$ cat config.mk
export PLATFORM = sky130hd
export DESIGN_NAME = rgb_blink_scheduler
export DESIGN_NICKNAME = d
export VERILOG_FILES = /design/src/rtl/rgb_blink_scheduler.sv
export SDC_FILE = /design/constraint.sdc
export NUM_CORES = 1
export LEC_CHECK = 0
export ABC_CLOCK_PERIOD_IN_PS = 6100
export BUFFER_PORTS_ARGS = -buffer_cell sky130_fd_sc_hd__buf_2
export CORE_ASPECT_RATIO = 0.6
export CORE_UTILIZATION = 65
export DETAILED_ROUTE_END_ITERATION = 10
export PLACE_DENSITY = 0.85
export SLEW_MARGIN = 20
export SYNTH_ARGS = -nofsm -noshare
export SYNTH_HDL_FRONTEND = slang
export SYNTH_SLANG_ARGS = --single-unit
$ cat constraint.sdc
create_clock -name clk -period 6.1 [get_ports clk]
set_input_delay 1.83 -clock clk [delete_from_list [all_inputs] [get_ports clk]]
set_output_delay 1.83 -clock clk [all_outputs]
set_load 0.005 [all_outputs]
$ cat src/rtl/rgb_blink_scheduler.sv
// rgb_blink_scheduler: merges host register writes with RGB blink toggles onto one write port.
// rev 1.0
`default_nettype none

module rgb_blink_scheduler #(
  parameter int PRESCALE = 12000,
  parameter int CNT_W    = 8
) (
  input  logic       clk,
  input  logic       rst,
  input  logic       host_wr_valid,
  input  logic [7:0] host_wr_addr,
  input  logic [7:0] host_wr_data,
  output logic       host_wr_ready,
  output logic       reg_wr_en,
  output logic [7:0] reg_wr_addr,
  output logic [7:0] reg_wr_data,
  output logic [2:0] phase,
  output logic [2:0] overrun
);

  localparam int PS_W = (PRESCALE > 1) ? $clog2(PRESCALE) : 1;

  logic [PS_W-1:0]             ps_cnt;
  logic [2:0][CNT_W-1:0]       on_ticks, off_ticks, cnt;
  logic [2:0][CNT_W-1:0]       cnt_nxt, cnt_inc, dur;
  logic [2:0]                  en, pending, phase_nxt, set_pend, grant_vec, ovr_clr;
  logic                        last_grant_host;
  logic                        tick, host_fwd, cfg_wr, en_wr, sched_req, grant_host, grant_sched;
  logic [1:0]                  sel;

  assign tick     = (ps_cnt == PS_W'(PRESCALE - 1));
  assign host_fwd = host_wr_valid && (host_wr_addr[7:3] == 5'b00000);
  assign cfg_wr   = host_wr_valid && (host_wr_addr[7:3] == 5'b00010);
  assign en_wr    = cfg_wr && (host_wr_addr[2:0] == 3'd6);
  assign ovr_clr  = (cfg_wr && (host_wr_addr[2:0] == 3'd7)) ? host_wr_data[2:0] : 3'b000;

  assign sched_req = |pending;
  assign sel       = pending[0] ? 2'd0 : (pending[1] ? 2'd1 : 2'd2);

  // On contention the side that did not win last time gets the port.
  assign grant_host    = host_fwd && (!sched_req || !last_grant_host);
  assign grant_sched   = sched_req && (!host_fwd || last_grant_host);
  assign host_wr_ready = !host_fwd || grant_host;
  assign grant_vec     = grant_sched ? (3'b001 << sel) : 3'b000;

  always_comb begin
    phase_nxt = phase;
    set_pend  = 3'b000;
    cnt_nxt   = cnt;
    cnt_inc   = cnt;
    dur       = off_ticks;
    for (int c = 0; c < 3; c++) begin
      dur[c]     = phase[c] ? on_ticks[c] : off_ticks[c];
      cnt_inc[c] = cnt[c] + CNT_W'(1);
      // An enable edge overrides any tick landing in the same cycle.
      if (en_wr && (host_wr_data[c] != en[c])) begin
        phase_nxt[c] = host_wr_data[c];
        set_pend[c]  = 1'b1;
        if (host_wr_data[c]) cnt_nxt[c] = '0;
      end else if (en[c] && tick && (dur[c] != '0)) begin
        if (cnt_inc[c] == dur[c]) begin
          cnt_nxt[c]   = '0;
          phase_nxt[c] = ~phase[c];
          set_pend[c]  = 1'b1;
        end else begin
          cnt_nxt[c] = cnt_inc[c];
        end
      end
    end
  end

  always_ff @(posedge clk) begin
    if (rst) begin
      ps_cnt          <= '0;
      on_ticks        <= '0;
      off_ticks       <= '0;
      cnt             <= '0;
      en              <= 3'b000;
      pending         <= 3'b000;
      phase           <= 3'b000;
      overrun         <= 3'b000;
      last_grant_host <= 1'b0;
      reg_wr_en       <= 1'b0;
      reg_wr_addr     <= 8'h00;
      reg_wr_data     <= 8'h00;
    end else begin
      ps_cnt  <= tick ? '0 : ps_cnt + PS_W'(1);
      cnt     <= cnt_nxt;
      phase   <= phase_nxt;
      pending <= (pending & ~grant_vec) | set_pend;
      overrun <= (overrun & ~ovr_clr) | (set_pend & pending & ~grant_vec);
      if (en_wr) en <= host_wr_data[2:0];
      for (int c = 0; c < 3; c++) begin
        if (cfg_wr && (host_wr_addr[2:0] == 3'(2 * c)))     on_ticks[c]  <= CNT_W'(host_wr_data);
        if (cfg_wr && (host_wr_addr[2:0] == 3'(2 * c + 1))) off_ticks[c] <= CNT_W'(host_wr_data);
      end
      reg_wr_en <= grant_host || grant_sched;
      if (grant_host) begin
        reg_wr_addr     <= host_wr_addr;
        reg_wr_data     <= host_wr_data;
        last_grant_host <= 1'b1;
      end else if (grant_sched) begin
        // LEDs are active-low: phase on drives 0.
        reg_wr_addr     <= {5'b00000, sel, 1'b1};
        reg_wr_data     <= {7'd0, ~phase[sel]};
        last_grant_host <= 1'b0;
      end
    end
  end

endmodule

`default_nettype wire
==> results <==
- The floorplan step defined a core boundary enclosing 0.00856 mm^2.
- The data arrival time of the critical path is 2.86 ns.
- Entering global routing, the biggest net connects 55 pins.
- The worst ir drop on vdd is 208 uV.
- The die area is 0.00929 mm^2.
- The count of mapped cells out of synthesis is 675.
- The share of total power dissipated in combinational logic is 0.030.
- At the end of routability-driven placement, the weighted congestion stood at 0.843.
- In the final timing run, aggregate negative setup slack is 0 ns.
- The kind of launch point of the worst setup path is an input port.
- The async set or reset register ratio after synthesis is 0.
- The detail route stage leaves a number of antenna-violating nets equal to 0.
- Hold timing on the final database bottoms out at a slack of 0.477 ns.
- Of the total power, the share spent switching nets is 0.231.
- The net total in the final layout is 723.
- The buffer depth of the longest clock path is 2.
- For this run, the register share of the synthesized area comes to 0.402.
- The final critical path time including I/O delays and setup is 4.69 ns.
- The switching power total is 429 uW.
- The kind of cell with the highest combined delay on the critical path is simple AND/OR/NAND/NOR gates.
- The instance count along the most critical hold path is 2.
- Summed over all cells, the static leakage comes to 0.00248 uW.
- The final hold violation count was 0.
- The total standard cell area after synthesis is 0.00578 mm^2.
- The hold path endpoint is on_ticks[11]$_SDFFE_PP0P_.
- The endpoint class of the critical path is an output port.
- The number of nets handed over by synthesis was 698.
- For the pin with the worst max-slew slack, the measured transition is 1.04 ns.
- The largest fanout on the critical path is 5.
- The number of buffer and inverter stages on the critical path is 2.
- The post-CTS setup buffer count is 0.
- The number of sinks on the clock net is 116.
- The number of antenna diodes is 0.
- Port buffering added 42 buffers.
- The H-tree was split into 4 levels.
- The effective utilization at floorplan is 0.676.
- The total routing resource utilization after global routing is 0.357.
- The number of placed I/O pins is 43.
- The endpoint identified for the worst register-to-register timing path is cnt[2]$_SDFFE_PP0P_.
- Setup repair after global routing left no endpoint under its margin.
- TritonCTS built the clock tree.
- Using the TritonRoute via totals, the vias-per-cell ratio works out to 6.49.
- The die is 75.1 um tall.
- The placement-stage worst setup slack is 1.47 ns.
- The tree is rooted in a clkbuf_16.
- Counting flops with a built-in enable in the synthesized netlist gives 0.
- The maximum cell stage delay along the critical path is 0.45 ns.
- Across all layers, the routed design uses 5,351 vias.
- For flop-to-flop paths, the worst setup slack is 2.92 ns.
- The routed design has 15,900 um of wire.
- Setup violations remaining at the end of the flow were counted as 0.
- The maximum operating frequency is 213 MHz.
- The floorplan has 26 rows.
- In this run, CTS created clock tree buffers numbering 17.
- The die is 124 um wide.
- The via count of the first global-routing pass was 5,010.
- The violation count after the first detailed-routing iteration is 574.
- The cell area after placement is 0.00599 mm^2.
- The final design instance area without fill is 0.00661 mm^2.
- In this run the most critical hold path is launched from on_ticks[11]$_SDFFE_PP0P_.
- The count of synthesis-stage warnings from yosys is 0.
- Across the run, the number of max-cap violations was 0.
- The total count of max-transition violations in the final report was 0.
- The post-CTS clock slew at the launch and capture registers of the worst setup and hold paths is 0.05 ns.
- Counting cells, the worst reg-to-reg path comes to 7.
- The fraction of power consumed by sequential logic is 0.411.
- The clock latency on the worst-skew pair is 0.42 ns.
- The number of buffers added to fix hold violations after cts is 0.
- The worst path required time is 4.27 ns.
- The flow ran to the end, and the final reports show no timing, DRC or antenna violations.
- After detailed routing, the number of remaining DRC violations is 0.
- For this design, the slowest cell found on the critical path is nor4_2.
- The total internal power is 1430 uW.
- Dividing the detail-routed wire length by the instance count gives 19.3 um.
- The share of the core filled with cells is 0.773.
- The signed area change from the synthesized netlist to the final layout is 14.3%.
- In this design, the critical path's most frequently occurring cell is buf_2.
- The total iterations of the first detailed-routing run is 6.
- After global routing the overflow that remains totals 0.
- In this run the mean area of a mapped cell was 8.57 um^2.
- The worst register-to-register path begins at phase[0]$_SDFFE_PP0P_.
- The power density relative to cell area is 281 mW/mm^2.
- Clock skew on the completed layout was measured at 0.00822 ns.
- The number of instances resized during post-cts repair is 0.
- The global-route wire length before repair is 24,800 um.
- The most used flip-flop cell after synthesis is dfxtp_1.
- The remaining max-slew budget at the tightest pin is 0.307.
- The worst path meets setup with 1.41 ns of slack.
- The worst setup path is of the input port to output port kind.
- The worst hold path belongs to the class register to register.
- The layout cell share with drive strength beyond 1 is 0.132.
- The initial antenna violation count came to 0.
- The share of total power dissipated in the clock network is 0.559.
- The detailed placement HPWL is 10,600 um.
- The register bit count reported by yosys is 116.
- Yosys mapped the design onto 67 distinct sky130hd cell types.
- The post-route fraction of the period consumed by the critical path is 0.769.
- The critical path goes through buf_2, nor4_2, nand2_1, nor2_1, nand3_1, buf_2.
==> per-stage QoR <==
stage	total power, uW	instances
3_5_place_dp	832	793
2_1_floorplan	809	675
3_3_place_gp	829	793
5_1_grt	1900	825
6_report	1860	825
4_1_cts	1860	825
==> flip-flops by register name, summed over array words and instances (netlist names), 8 cells and up <==
register	cells
off_ticks	24
reg_wr_addr	8
on_ticks	24
ps_cnt	14
cnt	24
reg_wr_data	8
==> cell usage after synthesis, types with 3 or more instances <==
cell / n / share of area
dfxtp_1: 116 / 0.40
nor2_1: 84 / 0.055
nand2_1: 67 / 0.043
mux2i_1: 54 / 0.093
a21oi_1: 50 / 0.043
nand3_1: 48 / 0.042
xnor2_1: 33 / 0.050
clkbuf_1: 25 / 0.016
and3_1: 18 / 0.019
xor2_1: 16 / 0.024
nor3_1: 13 / 0.011
a22oi_1: 10 / 0.013
inv_1: 9 / 0.0058
nor4_1: 9 / 0.0097
a31oi_1: 8 / 0.0087
buf_1: 7 / 0.0045
nand4_1: 7 / 0.0076
o21ai_0: 7 / 0.0061
buf_2: 6 / 0.0052
a211o_1: 4 / 0.0061
and4_1: 4 / 0.0061
ha_1: 4 / 0.0087
nand2b_1: 4 / 0.0043
nor4b_1: 4 / 0.0061
a21o_1: 3 / 0.0039
a221oi_1: 3 / 0.0045
a2bb2oi_1: 3 / 0.0045
and2_1: 3 / 0.0032
o211ai_1: 3 / 0.0039
or3_1: 3 / 0.0032
or4_1: 3 / 0.0039
==> worst min-delay path, cell delays in order, from the launching register on <==
cell and delay, ns:
dfxtp_1 0.32, nand2_1 0.06, a21oi_1 0.05
==> area by class of cell <==
cell class	count	area, um^2
clock buffers	18	439
clock inverters	14	176
fillers	573	1940
inverters	9	33.8
multi-input cells	511	3270
flip-flops and latches	116	2320
well taps	112	140
repair buffers	45	233
==> power groups by stage <==
stage               Combinational, uW  Clock, uW  Sequential (uW)
global route                     58.3       1080              764
CTS                              53.1       1040              764
floorplan                        30.0          0              779
finish                           55.7       1040              764
global placement                 49.7          0              780
detailed placement               52.2          0              780
==> layout by cell type, fill, tap and decap left out, types with 4 or more instances in the layout <==
cell type,netlist,final
dfxtp_1,116,116
nor2_1,84,83
nand2_1,67,67
mux2i_1,54,54
a21oi_1,50,50
nand3_1,48,48
buf_2,6,42
xnor2_1,33,33
and3_1,18,18
clkbuf_16,0,17
xor2_1,16,16
nor3_1,13,13
a22oi_1,10,10
inv_1,9,9
nor4_1,9,9
a31oi_1,8,8
nand4_1,7,7
o21ai_0,7,7
clkinvlp_4,0,5
and4_1,4,4
nand2b_1,4,4
nor4b_1,4,4
a211o_1,4,4
ha_1,4,4
==> cells by family (layout without fill, tap and decap cells) <==
kind of cell             after synthesis  in the layout  synth area share
buffers and inverters                 48             86            0.0338
flip-flops                           116            116             0.402
AND/OR/NAND/NOR                      282            282             0.237
XOR/XNOR                              51             51            0.0820
adder cells (fa/ha/maj)                4              4           0.00865
AO/OA/AOI/OAI                        116            116             0.135
multiplexers                          58             58             0.102
==> routing by layer <==
metal	up-vias	part of all wire	routed length, um	track usage
li1	2461	-	-	-
met1	2551	0.42	6760	0.463
met2	274	0.45	7160	0.556
met3	65	0.094	1500	0.0962
met4	0	0.032	505	0.179
met5	-	0	0	0
==> worst max-delay path by stage <==
stage / depth (start not counted) / from / slack (ns) / end
finish: 6 / host_wr_addr[3] / 1.41 / host_wr_ready
floorplan: 4 / host_wr_addr[3] / 1.76 / host_wr_ready
global placement: 6 / host_wr_addr[3] / 1.50 / host_wr_ready
detailed placement: 6 / host_wr_addr[3] / 1.47 / host_wr_ready
CTS: 6 / host_wr_addr[3] / 1.46 / host_wr_ready
global route: 6 / host_wr_addr[3] / 1.27 / host_wr_ready
Note: power is estimated with default switching activity, not from simulation.
